### src/rtl/top_level_pkg.sv
// Shared constants for the LFSR message encryptor: memory map, tap table, FSM states.
// Latency: n/a (package only).
// Backpressure: n/a (package only).
//
// Contents:
//   address constants for the message/config/output regions of data memory
//   7-bit LFSR tap table indexed by pt_no, plus the pt_no -> index lookup
//   FSM state encoding
package top_level_pkg;

  localparam int MSG_BASE  = 0;
  localparam int MSG_LAST  = 60;   // last message byte; offsets beyond it read as padding
  localparam int PRE_ADDR  = 61;
  localparam int PT_ADDR   = 62;
  localparam int SEED_ADDR = 63;
  localparam int OUT_BASE  = 64;

  // The LFSR is 7 bits wide and every tap value fits in 7 bits, so the table is stored narrow.
  localparam logic [6:0] TAP_TABLE [0:8] = '{
    7'h60, 7'h48, 7'h78, 7'h72, 7'h6A, 7'h69, 7'h5C, 7'h7E, 7'h7B
  };

  typedef enum logic [2:0] {
    S_IDLE,
    S_LD_PRE,
    S_LD_TAP,
    S_LD_SEED,
    S_RUN,
    S_DONE
  } state_t;

  // pt_no 8 is the only value reaching the ninth entry; everything else folds onto 0..7.
  function automatic logic [6:0] tap_lookup(input logic [3:0] pt_lo);
    logic [3:0] idx;
    idx = (pt_lo == 4'd8) ? 4'd8 : {1'b0, pt_lo[2:0]};
    return TAP_TABLE[idx];
  endfunction

endpackage

### src/rtl/data_mem.sv
// 256-word data memory: combinational read port, synchronous write port.
// Latency: read is same-cycle, write lands on the rising edge.
// Backpressure: none; a write is accepted every cycle we_i is high.
//
// Ports:
//   clk_i    clock
//   we_i     write enable
//   waddr_i  write address
//   wdata_i  write data
//   raddr_i  read address
//   rdata_o  read data (combinational)
// Core is left as a plain array so it can be preloaded and inspected hierarchically.
module data_mem #(
  parameter int DW = 8,
  parameter int AW = 8
) (
  input  logic          clk_i,
  input  logic          we_i,
  input  logic [AW-1:0] waddr_i,
  input  logic [DW-1:0] wdata_i,
  input  logic [AW-1:0] raddr_i,
  output logic [DW-1:0] rdata_o
);

  logic [DW-1:0] Core [0:(1<<AW)-1];

  always_ff @(posedge clk_i) begin
    if (we_i) begin
      Core[waddr_i] <= wdata_i;
    end
  end

  assign rdata_o = Core[raddr_i];

endmodule

### src/rtl/top_level.sv
// LFSR-encrypts a 64-byte space-padded message from DM[0:63] into DM[64:127].
// Latency: Ack rises on the 68th rising edge after Start is sampled low (3 loads + 64 bytes + 1).
// Backpressure: none; Start high holds the engine in IDLE, Reset aborts at once.
//
// Ports:
//   Clk    clock, all state on rising edge
//   Reset  synchronous active-high reset, priority over Start
//   Start  high = hold in IDLE, low = run
//   Ack    high once all 64 output bytes are written
// Build option: define TRACE_EN to print one simulation trace line per RUN cycle.
module top_level
  import top_level_pkg::*;
#(
  parameter int DW      = 8,
  parameter int AW      = 8,
  parameter int MSG_LEN = 64
) (
  input  logic Clk,
  input  logic Reset,
  input  logic Start,
  output logic Ack
);

  localparam logic [DW-2:0] SPACE = (DW-1)'('h20);

  state_t        state_q;
  logic [AW-1:0] i_q;
  logic [DW-1:0] pre_q;
  logic [DW-2:0] taps_q;
  logic [DW-2:0] lfsr_q, lfsr_d;
  logic          ack_q;

  logic [AW-1:0] raddr, waddr, off;
  logic [DW-1:0] rdata, wdata;
  logic [DW-2:0] src, x;
  logic          pad, we;

  data_mem #(.DW(DW), .AW(AW)) DM1 (
    .clk_i   (Clk),
    .we_i    (we),
    .waddr_i (waddr),
    .wdata_i (wdata),
    .raddr_i (raddr),
    .rdata_o (rdata)
  );

  always_comb begin
    off = i_q - AW'(pre_q);
    // Leading pre_length slots and anything past the message end are spaces.
    pad = (i_q < AW'(pre_q)) || (off > AW'(MSG_LAST));

    raddr = AW'(MSG_BASE);
    case (state_q)
      S_LD_PRE:  raddr = AW'(PRE_ADDR);
      S_LD_TAP:  raddr = AW'(PT_ADDR);
      S_LD_SEED: raddr = AW'(SEED_ADDR);
      S_RUN:     raddr = pad ? AW'(MSG_BASE) : off;
      default:   raddr = AW'(MSG_BASE);
    endcase

    // Bit 7 of the source byte is discarded; it is replaced by the parity of the low 7 bits.
    src    = pad ? SPACE : rdata[DW-2:0];
    x      = src ^ lfsr_q;
    wdata  = {^x, x};
    waddr  = AW'(OUT_BASE) + i_q;
    // Gate with Reset so an aborting edge never writes the current byte.
    we     = (state_q == S_RUN) && !Reset;
    lfsr_d = {lfsr_q[DW-3:0], ^(lfsr_q & taps_q)};
  end

  always_ff @(posedge Clk) begin
    if (Reset) begin
      state_q <= S_IDLE;
      ack_q   <= 1'b0;
      i_q     <= '0;
      lfsr_q  <= '0;
      pre_q   <= '0;
      taps_q  <= '0;
    end else begin
      case (state_q)
        S_IDLE: begin
          ack_q <= 1'b0;
          i_q   <= '0;
          if (!Start) state_q <= S_LD_PRE;
        end
        S_LD_PRE: begin
          pre_q   <= rdata;
          state_q <= S_LD_TAP;
        end
        S_LD_TAP: begin
          taps_q  <= tap_lookup(rdata[3:0]);
          state_q <= S_LD_SEED;
        end
        S_LD_SEED: begin
          lfsr_q  <= rdata[DW-2:0];
          state_q <= S_RUN;
        end
        S_RUN: begin
          lfsr_q <= lfsr_d;
          if (i_q == AW'(MSG_LEN-1)) begin
            state_q <= S_DONE;
            ack_q   <= 1'b1;
          end else begin
            i_q <= i_q + 1'b1;
          end
        end
        S_DONE: begin
          if (Start) begin
            state_q <= S_IDLE;
            ack_q   <= 1'b0;
          end
        end
        default: state_q <= S_IDLE;
      endcase
    end
  end

  assign Ack = ack_q;

`ifdef TRACE_EN
  always @(posedge Clk) begin
    if (!Reset && state_q == S_RUN)
      $display("[TRACE] i=%0d src=%02h lfsr=%02h out=%02h", i_q, {1'b0, src}, {1'b0, lfsr_q}, wdata);
  end
`else
`endif

endmodule

### config.mk
export PLATFORM = sky130hd
export DESIGN_NAME = top_level
export DESIGN_NICKNAME = d
export VERILOG_FILES = /design/src/rtl/top_level_pkg.sv /design/src/rtl/data_mem.sv /design/src/rtl/top_level.sv
export SDC_FILE = /design/constraint.sdc
export NUM_CORES = 1
export LEC_CHECK = 0
export BUFFER_PORTS_ARGS = -buffer_cell sky130_fd_sc_hd__buf_2
export CORE_MARGIN = 2
export CORE_UTILIZATION = 45
export DETAILED_ROUTE_END_ITERATION = 8
export PLACE_DENSITY = 0.6
export SLEW_MARGIN = 10
export SYNTH_ARGS = -nofsm -noshare
export SYNTH_HDL_FRONTEND = slang
export SYNTH_HIERARCHICAL = 1
export SYNTH_SLANG_ARGS = --single-unit
### constraint.sdc
create_clock -name Clk -period 1.8 [get_ports Clk]
set_clock_uncertainty 0.2 [all_clocks]
set_input_delay 0.18 -clock Clk [delete_from_list [all_inputs] [get_ports Clk]]
set_output_delay 0.18 -clock Clk [all_outputs]
set_load 0.01 [all_outputs]
* Yosys cells after proc, flatten, opt, wreduce, memory -nomap -nowiden
Index checks and enable logic that the tools add are counted.
** Cells by class
- Equal/unequal tests :: 10
- Reductions and logical operators :: 6
- Add/subtract/negate cells :: 1
- Muxes and demuxes :: 9
** Operator list (number)
- $pmux 3 s6 :: 1
- $pmux 8 s2 :: 1
- $mux 3 :: 3
- $add 8x1->8 const B :: 1
- $eq 8x6->1 const B :: 1
- $mux 8 :: 1
- $eq 3x2->1 const B :: 2
- $eq 3x3->1 const B :: 2
- $ne 2x2->1 const B :: 3
- $reduce_and 3->1 :: 2
- $eq 3x1->1 const B :: 1
- $logic_not 3->1 :: 1
- $pmux 1 s3 :: 1
- $reduce_bool 3->1 :: 1
- $mux 1 :: 2
- $ne 2x1->1 const B :: 1
- $reduce_and 2->1 :: 1
- $reduce_bool 2->1 :: 1
** Storage, ports and cells
- Register bits :: 12
- Word-level logic and storage cells :: 29
- Input bits :: 3
- Output and inout port bits :: 1

* Depth between registers and ports, before layout
Gate-level depths: netlist (run 1).
- Depth in word-level cells :: 3
- Mapped depth :: 4
- Gate-level depth less buffers :: 4

* Least setup slack after synthesis (run 1)
Ideal clock, no wire load.
- Kind :: register -> register
- Start :: reg i_q[0]
- End :: reg state_q[0]
- Setup slack :: 0.028 ns
- Buffers on the path :: 0
- Data required time :: 1.514 ns
- Clock period less this slack :: 1.772 ns
- Setup time :: 0.086 ns
- Cell stages (with the launch flop) :: 5
- Arrival :: 1.487 ns
- Cell sequence :: dfxtp_1 ha_1 or3b_1 or3_1 a211oi_1
** On the way
- Longest elaborated chain between the ends :: 3
** RTL lines
- from (decl) :: line top_level.sv:27 : logic [AW-1:0] i_q;
- from (signal assigned) :: line top_level.sv:104 : i_q <= i_q + 1'b1;
- $eq 8x6->1 :: line top_level.sv:100 : if (i_q == AW'(MSG_LEN-1)) begin
- $ne 2x1->1 (no source line)
- $reduce_and 3->1 (no source line)
- to (signal assigned) :: line top_level.sv:96 : state_q <= S_RUN;
- to (signal assigned) :: line top_level.sv:101 : state_q <= S_DONE;
- to (signal assigned) :: line top_level.sv:109 : state_q <= S_IDLE;
- to (decl) :: line top_level.sv:26 : state_t state_q;
Every way passes these cells.
A chain may end at the register's enable or synchronous reset.

* Worst setup path after layout (run 1)
Ends and elaborated chain as after synthesis.

==> impl_metrics.csv, run 1 <==
group,metric,value,unit
setup_path,r2r_start,"i_q[0]",
setup_path,rr_worst_depth,4,
cts,cts-resized-gates,0,
cts,clockBufferDepth,2,
placed_design,gp_congestion,0.806,
setup_path,critical_path.slowest_cell,"or3b_1",
setup_path,reg2reg_to,"state_q[0]",
yosys,synthArstFlopShare,0,%
global_route,grt_pass1_wl,2840,um
cts,post-cts-setup-buffer-count,0,
timing,hold_violations,0,
cts,cts_buffers,3,
timing,setup_viol,0,
setup_path,path_cells,"ha_1 -> or3b_1 -> or3_1 -> a211oi_1",
global_route,antenna_found_initial,0,
final_layout,fin_util,56.0,%
timing,timing.fmax,0.580,GHz
timing,rsz0062_at_grt,"false",
power_and_ir_drop,power.density,619,nW/um2
cts,root_buffer,"clkbuf_4",
yosys,yosys.cell_types.count,41,
setup_path,worstPathRequired,1.79,ns
die,io_pins,4,
cts,cts_hold_buf,0,
yosys,synth-compound-area-share,26.2,%
setup_path,startpoint_type,"flip-flop",
yosys,synth_top_family_by_area,"simple AND/OR/NAND/NOR gates",
cts,h-tree-depth,1,
yosys,syn_area,712,um2
timing,holdWs,0.0142,ns
die,die_area,1920,um2
yosys,ys_ff_latch,12,
final_layout,seqCellArea,240,um2
global_route,grt_max_degree,16,
detailed_routing,route.antenna.remaining_nets,0,
die,fp.dieH,43.8,um
detailed_routing,drtPass1Iterations,4,
timing,final_max_slew_viol_count,0,
cts,cts_tree,"done",
yosys,synth_flop_cell,"dfxtp_1",
power_and_ir_drop,vdd_ir_drop_max,0.332,mV
setup_path,cp-end-kind,"flip-flop",
placed_design,io_buffers,3,
power_and_ir_drop,p_leak,0.000306,uW
timing,slew_headroom,67.9,%
die,chipWidth,43.8,um
detailed_routing,wirelength,1610,um
setup_path,r2r_slack,0.08,ns
die,initial_core_util,47.8,%
yosys,synth_edf_count,0,
placed_design,dpl.hpwl,1220,um
hold_path,min_path_type,"in -> reg",
yosys,synth_area_per_cell,8.28,um2
cts,clock_sinks,12,
die,rows,14,
timing,fin_crit,1.72,ns
final_layout,final.fill_count,146,
cts,clock_latency,0.27,ns
yosys,synth_simple_gate_area_share,32.2,%
setup_path,cp_max_fo,4,
detailed_routing,drt_first_iter_violations,23,
yosys,synth_seq_area_share,33.7,%
yosys,postSynthCellCount,86,
final_layout,layout-drive-gt1-share,17.3,%
yosys,synthAdderAreaFrac,1.76,%
global_route,grt_overflow,0,
timing,finalCritPeriodShare,95.8,%
yosys,yosys_warnings,6,
run,drv_cap,0,
timing,worstMarginPinSlew,0.475,ns
setup_path,cp.arrival,1.71,ns
detailed_routing,wl_per_cell,14.1,um
die,core_area,1490,um2
final_layout,multi_input_area,438,um2
run_status,outcome,"finished, final reports clean",
detailed_routing,drc,0,
setup_path,slowest_delay,0.38,ns
detailed_routing,vias_per_cell,6.09,
hold_path,min_from,"Reset",
global_route,first_global_vias,608,
setup_path,crit_type,"reg -> reg",
timing,finalSetupTns,0,ns
timing,fin_ws,0.0754,ns
global_route,grt.total_usage,20.3,%
final_layout,final_nets,104,
hold_path,hold_depth,2,
detailed_routing,vias,694,
final_layout,num_antenna_cells,0,
yosys,synth-xor-area-share,1.23,%
yosys,muxShareOfSynthArea,0,%
final_layout,syn2layout_area_growth,17.0,%
placed_design,pre_cts_ws,0.0684,ns
cts,clkTransAtPathRegs,0.07,ns
hold_path,holdPathEnd,"state_q[2]",
yosys,syn_nets,90,
==> state kept, by name (all words and copies together), names as in the netlist <==
| register | cells |
|---|---|
| i_q | 8 |
| Ack | 1 |
| state_q | 3 |
==> kinds of logic (layout without fill, tap and decap cells) <==
family,Yosys count,in the layout
compound gates,25,25
buf+inv,9,21
simple gates,38,38
flops,12,12
fa+ha+maj,1,1
xor+xnor,1,1
==> critical path, delay by kind of cell (launching register included) <==
kind | cells | cell delay [ns]
adders and majority gates | 1 | 0.20
and+or+nand+nor | 2 | 0.71
AOI/OAI and AO/OA | 1 | 0.20
DFF | 1 | 0.34
==> stage by stage <==
step / instances / power (uW) / cell area (um2)
floorplan: 86 / 333 / 712
global placement: 111 / 356 / 810
detailed placement: 111 / 357 / 810
CTS: 114 / 521 / 832
global route: 114 / 546 / 833
finish: 114 / 516 / 833
==> layout make-up <==
| cell class | instances | area share [%] |
|---|---|---|
| flip-flops and latches | 12 | 28.8 |
| inverters | 4 | 1.80 |
| multi-input cells | 65 | 52.6 |
| repair buffers | 14 | 11.7 |
| clock buffers | 3 | 2.70 |
| well taps | 16 | 2.40 |
==> routing by layer <==
layer | routed length [um] | up-vias | GRT usage, %
li1 | - | 360 | -
met5 | 0 | - | 0
met4 | 13 | 0 | 9.09
met3 | 41 | 2 | 5.00
met1 | 878 | 324 | 30.2
met2 | 679 | 8 | 27.1
==> cell usage after synthesis (2+ instances only) <==
master | n | area share, %
a211oi_1 | 3 | 3.2
a21oi_1 | 4 | 2.8
a32o_1 | 2 | 2.8
a41oi_1 | 2 | 2.5
and3_1 | 3 | 2.6
and4_1 | 2 | 2.5
clkbuf_1 | 4 | 2.1
dfxtp_1 | 12 | 34
inv_1 | 4 | 2.1
nand2_1 | 7 | 3.7
nand3_1 | 3 | 2.1
nor2_1 | 5 | 2.6
nor2b_1 | 2 | 1.8
nor3b_1 | 2 | 2.1
nor4_1 | 2 | 1.8
o21ai_0 | 2 | 1.4
o31ai_1 | 2 | 2.1
or3b_1 | 2 | 2.5
==> where the power goes <==
part / total [uW] / switching (uW) / internal (uW)
registers: 278 / 7.02 / 271
logic: 74.1 / 43.0 / 31.1
clock network: 164 / 86.8 / 77.3
total: 516 / 137 / 379
==> worst max path at each step <==
stage	to	from	slack, ns
finish	state_q[0]	i_q[0]	0.08
global route	i_q[1]	i_q[0]	0.0003
CTS	i_q[4]	i_q[0]	0.06
detailed placement	i_q[4]	i_q[0]	0.07
global placement	i_q[4]	i_q[1]	0.11
floorplan	state_q[0]	i_q[0]	0.03
==> placed cells by master (no fill, tap or decap), types with 2 or more instances in the layout <==
cell type,count
dfxtp_1,12
buf_4,11
nand2_1,7
nor2_1,5
inv_1,4
a21oi_1,4
and3_1,3
a211oi_1,3
nand3_1,3
clkbuf_4,3
buf_2,3
nor3b_1,2
o31ai_1,2
a41oi_1,2
nor2b_1,2
o21ai_0,2
or3b_1,2
nor4_1,2
a32o_1,2
and4_1,2
(Power assumes the default switching activity.)
==> run 2, diff against run 1 <==
PLACE_DENSITY = 0.75   (was 0.6)
==> impl_metrics.csv, run 2 (same netlist as run 1, synthesis figures left out) <==
group,metric,value,unit
timing,fin_ws,0.0815,ns
setup_path,reg2reg_to,"i_q[3]",
power_and_ir_drop,swShare,27.5,%
final_layout,num_antenna_cells,0,
setup_path,worstPathRequired,1.76,ns
cts,cts_tree,"done",
detailed_routing,vias_per_cell,6.75,
run_status,violations,"hold timing",
global_route,grt_max_degree,16,
cts,cts_hold_buf,0,
cts,clkTransAtPathRegs,0.08,ns
power_and_ir_drop,p_switching,142,uW
die,core_area,1490,um2
placed_design,gp_congestion,0.840,
global_route,grt.total_usage,21.7,%
final_layout,final_nets,102,
detailed_routing,drt_first_iter_violations,32,
power_and_ir_drop,vdd_ir_drop_max,0.394,mV
die,chipWidth,43.8,um
setup_path,cp-end-kind,"flip-flop",
cts,clockBufferDepth,2,
placed_design,dp_cells,109,
global_route,grt_pass1_wl,3140,um
setup_path,startpoint_type,"flip-flop",
die,io_pins,4,
timing,finalCritPeriodShare,95.5,%
setup_path,cp.arrival,1.68,ns
detailed_routing,drc,0,
timing,holdWs,-0.00810,ns
die,initial_core_util,47.8,%
hold_path,hold_depth,2,
run,drv_cap,0,
power_and_ir_drop,comb_power_share,13.5,%
final_layout,final_common_cell,"dfxtp_1",
cts,h-tree-depth,1,
timing,timing.fmax,0.582,GHz
placed_design,io_buffers,3,
cts,root_buffer,"clkbuf_4",
final_layout,syn2layout_area_growth,16.3,%
cts,clock_sinks,12,
final_layout,layout-drive-gt1-share,17.7,%
power_and_ir_drop,p_leak,0.000300,uW
detailed_routing,wl_per_cell,15.7,um
power_and_ir_drop,power_frac_seq,53.7,%
die,die_area,1920,um2
timing,final_max_slew_viol_count,0,
power_and_ir_drop,total_power,517,uW
setup_path,crit_type,"reg -> reg",
cts,clock_latency,0.27,ns
setup_path,r2r_slack,0.08,ns
die,fp.dieH,43.8,um
setup_path,cp_max_fo,7,
final_layout,mostFrequentLayoutCells,"dfxtp_1, buf_4, nand2_1",
detailed_routing,route.antenna.remaining_nets,0,
detailed_routing,wirelength,1760,um
global_route,first_global_vias,721,
detailed_routing,vias,756,
timing,slew_headroom,81.9,%
power_and_ir_drop,p_int,375,uW
run_status,outcome,"finished, violations left",
setup_path,endpoint,"i_q[3]",
timing,fin_crit,1.72,ns
placed_design,dpl.hpwl,1250,um
power_and_ir_drop,p_clk_share,32.8,%
cts,cts_buffers,3,
hold_path,min_path_type,"in -> reg",
final_layout,regMostFlops,"i_q",
global_route,antenna_found_initial,0,
setup_path,setup.worst_path.start,"state_q[1]",
final_layout,stdcell_area,828,um2
timing,worstMarginPinSlew,0.271,ns
setup_path,r2r_start,"state_q[1]",
global_route,grt_overflow,0,
placed_design,pre_cts_ws,0.0999,ns
timing,setup_viol,0,
final_layout,fin_cells,112,
timing,hold_violations,4,
power_and_ir_drop,power.density,625,nW/um2
die,rows,14,
detailed_routing,drtPass1Iterations,5,
final_layout,largest_register_ffs,8,
placed_design,dpl_cell_area,795,um2
setup_path,rr_worst_depth,4,
-- run 2: cell type report --
class / instances / area [um2]
multi-input combinational: 65 / 448
clock buffer: 3 / 22.5
tap: 16 / 20.0
inverter: 4 / 15.0
sequential: 12 / 240
fill: 142 / 661
timing repair buffer: 12 / 82.6
-- run 2: routing by layer --
layer	routed length, um	up-vias	part of all wire (%)	track usage (%)
met1	750	369	43	27.4
met3	71	2	4.0	2.50
met4	14	0	0.80	9.09
met5	0	-	0	0
li1	-	355	-	-
met2	919	30	52	37.1
-- run 2: power by group through the flow --
stage	logic (uW)	registers (uW)	clock network, uW
finish	70.0	278	170
global route	78.0	278	183
CTS	69.6	277	166
detailed placement	69.5	283	0
global placement	68.3	283	0
floorplan	52.5	281	0
-- run 2: worst min path at each step --
| stage | start | slack [ns] | endpoint |
|---|---|---|---|
| 4_1_cts | Reset | 0.002 | state_q[2] |
| 2_1_floorplan | Start | 0.18 | state_q[2] |
| 3_3_place_gp | Ack | 0.27 | Ack |
| 5_1_grt | Reset | 0.0005 | i_q[7] |
| 6_report | Reset | -0.008 | state_q[2] |
| 3_5_place_dp | Reset | 0.28 | state_q[2] |
-- run 2: critical path, stage by stage (launching register included) --
cell,delay [ns]
dfxtp_1,0.37
buf_4,0.18
or2_1,0.31
a32o_1,0.29
a221o_1,0.26
-- run 2: stage by stage --
stage / setup TNS, ns / utilization, % / hold WS, ns
floorplan: 0 / - / 0.176
global placement: 0 / 53.4 / 0.275
detailed placement: 0 / 53.4 / 0.284
CTS: 0 / 54.9 / 0.00159
global route: -0.00205 / 55.6 / 0.000535
finish: 0 / 55.6 / -0.00810
-- run 2: what timing repair did --
item,4_1_cts,5_1_grt
endpoints found under the setup margin,0,2
gates resized for setup,0,3
setup buffers,0,0
endpoints found under the hold margin,0,0
==> run 3, diff against run 2 <==
RECOVER_POWER = 100   (was not set)
==> impl_metrics.csv, run 3 (same netlist as run 1, synthesis figures left out) <==
group,metric,value,unit
detailed_routing,vias_per_cell,6.66,
final_layout,final.fill_count,148,
detailed_routing,drt_first_iter_violations,35,
timing,setup_viol,0,
run_status,outcome,"finished, violations left",
cts,clkTransAtPathRegs,0.08,ns
timing,fin_crit,1.73,ns
setup_path,startpoint_type,"flip-flop",
power_and_ir_drop,power_frac_seq,53.5,%
cts,clockBufferDepth,2,
die,initial_core_util,47.8,%
detailed_routing,drtPass1Iterations,5,
placed_design,dpl.hpwl,1250,um
setup_path,critical_path.slowest_cell,"or2_1",
cts,post-cts-setup-buffer-count,0,
timing,worstMarginPinSlew,0.268,ns
detailed_routing,route.antenna.remaining_nets,0,
final_layout,stdcell_area,817,um2
cts,h-tree-depth,1,
final_layout,regMostFlops,"i_q",
timing,timing.fmax,0.576,GHz
placed_design,dpl_cell_area,795,um2
power_and_ir_drop,vdd_ir_drop_max,0.392,mV
global_route,first_global_vias,721,
detailed_routing,vias,746,
timing,hold_violations,4,
die,fp.dieH,43.8,um
die,die_area,1920,um2
setup_path,worstPathRequired,1.77,ns
timing,slew_headroom,82.1,%
global_route,grt_pass1_wl,3140,um
die,io_pins,4,
die,chipWidth,43.8,um
hold_path,min_path_type,"in -> reg",
power_and_ir_drop,p_leak,0.000289,uW
detailed_routing,wl_per_cell,15.6,um
setup_path,cp-end-kind,"flip-flop",
final_layout,num_antenna_cells,0,
final_layout,syn2layout_area_growth,14.8,%
cts,cts_hold_buf,0,
final_layout,final_nets,102,
power_and_ir_drop,p_switching,144,uW
power_and_ir_drop,comb_power_share,13.3,%
cts,cts-resized-gates,0,
die,core_area,1490,um2
placed_design,io_buffers,3,
die,rows,14,
setup_path,path_cells,"clkbuf_2 -> or2_1 -> a32o_1 -> a221o_1",
global_route,grt.total_usage,21.7,%
cts,cts_tree,"done",
global_route,antenna_found_initial,0,
cts,clock_latency,0.28,ns
final_layout,layout-drive-gt1-share,14.6,%
run,drv_cap,0,
detailed_routing,wirelength,1750,um
final_layout,final_common_cell,"dfxtp_1",
timing,holdWs,-0.00916,ns
timing,final_max_slew_viol_count,0,
placed_design,gp_congestion,0.840,
global_route,grt_max_degree,16,
timing,finalCritPeriodShare,96.4,%
final_layout,mostFrequentLayoutCells,"dfxtp_1, nand2_1, buf_4",
cts,cts_buffers,3,
setup_path,cp_max_fo,12,
cts,root_buffer,"clkbuf_4",
power_and_ir_drop,p_int,374,uW
detailed_routing,drc,0,
setup_path,slowest_delay,0.34,ns
power_and_ir_drop,power.density,634,nW/um2
setup_path,crit_type,"reg -> reg",
power_and_ir_drop,p_clk_share,33.2,%
cts,clock_sinks,12,
final_layout,largest_register_ffs,8,
power_and_ir_drop,swShare,27.9,%
run_status,violations,"hold timing",
setup_path,cp.arrival,1.70,ns
global_route,grt_overflow,0,
[run 3: power by group through the flow]
stage	clock network [uW]	logic [uW]	registers, uW
2_1_floorplan	0	52.5	281
3_3_place_gp	0	68.3	283
3_5_place_dp	0	69.5	283
4_1_cts	166	69.6	277
5_1_grt	183	76.7	278
6_report	172	69.1	277
[run 3: metal layers]
metal  part of all wire [%]  up-vias  wire (um)  GRT usage (%)
met4                    1.1        0         20           9.09
met5                      0        -          0              0
met3                    5.1        4         89           2.50
met1                     43      355        747           27.4
li1                       -      356          -              -
met2                     51       31        890           37.1
[run 3: worst paths after layout]
kind	startpoint	end	slack [ns]	cells past startpoint
max	state_q[0]	i_q[3]	0.07	4
min	Reset	state_q[2]	-0.009	2
max reg2reg	state_q[0]	i_q[3]	0.07	4
min reg2reg	Ack	Ack	0.30	1
[run 3: cell type report]
| class | instances | area (um2) | share of cell area (%) |
|---|---|---|---|
| Sequential cell | 12 | 240 | 29.4 |
| Multi-Input combinational cell | 65 | 448 | 54.8 |
| Tap cell | 16 | 20.0 | 2.45 |
| Inverter | 4 | 15.0 | 1.84 |
| Timing Repair Buffer | 12 | 71.3 | 8.73 |
| Clock buffer | 3 | 22.5 | 2.76 |
[run 3: critical path, delay by kind of cell (launching register included)]
| kind | cells | cell delay, ns |
|---|---|---|
| compound gates | 2 | 0.55 |
| simple gates | 1 | 0.34 |
| flops | 1 | 0.33 |
| buf+inv | 1 | 0.20 |
[run 3: through the flow]
step                      setup WS (ns)  total power (uW)  setup TNS (ns)  instances  util (%)
final                            0.0653               518               0        112      54.9
after global routing           -0.00102               538        -0.00102        112      54.9
after CTS                        0.0886               513               0        112      54.9
after detailed placement         0.0999               353               0        109      53.4
after global placement            0.117               352               0        109      53.4
after floorplan                  0.0276               333               0         86         -
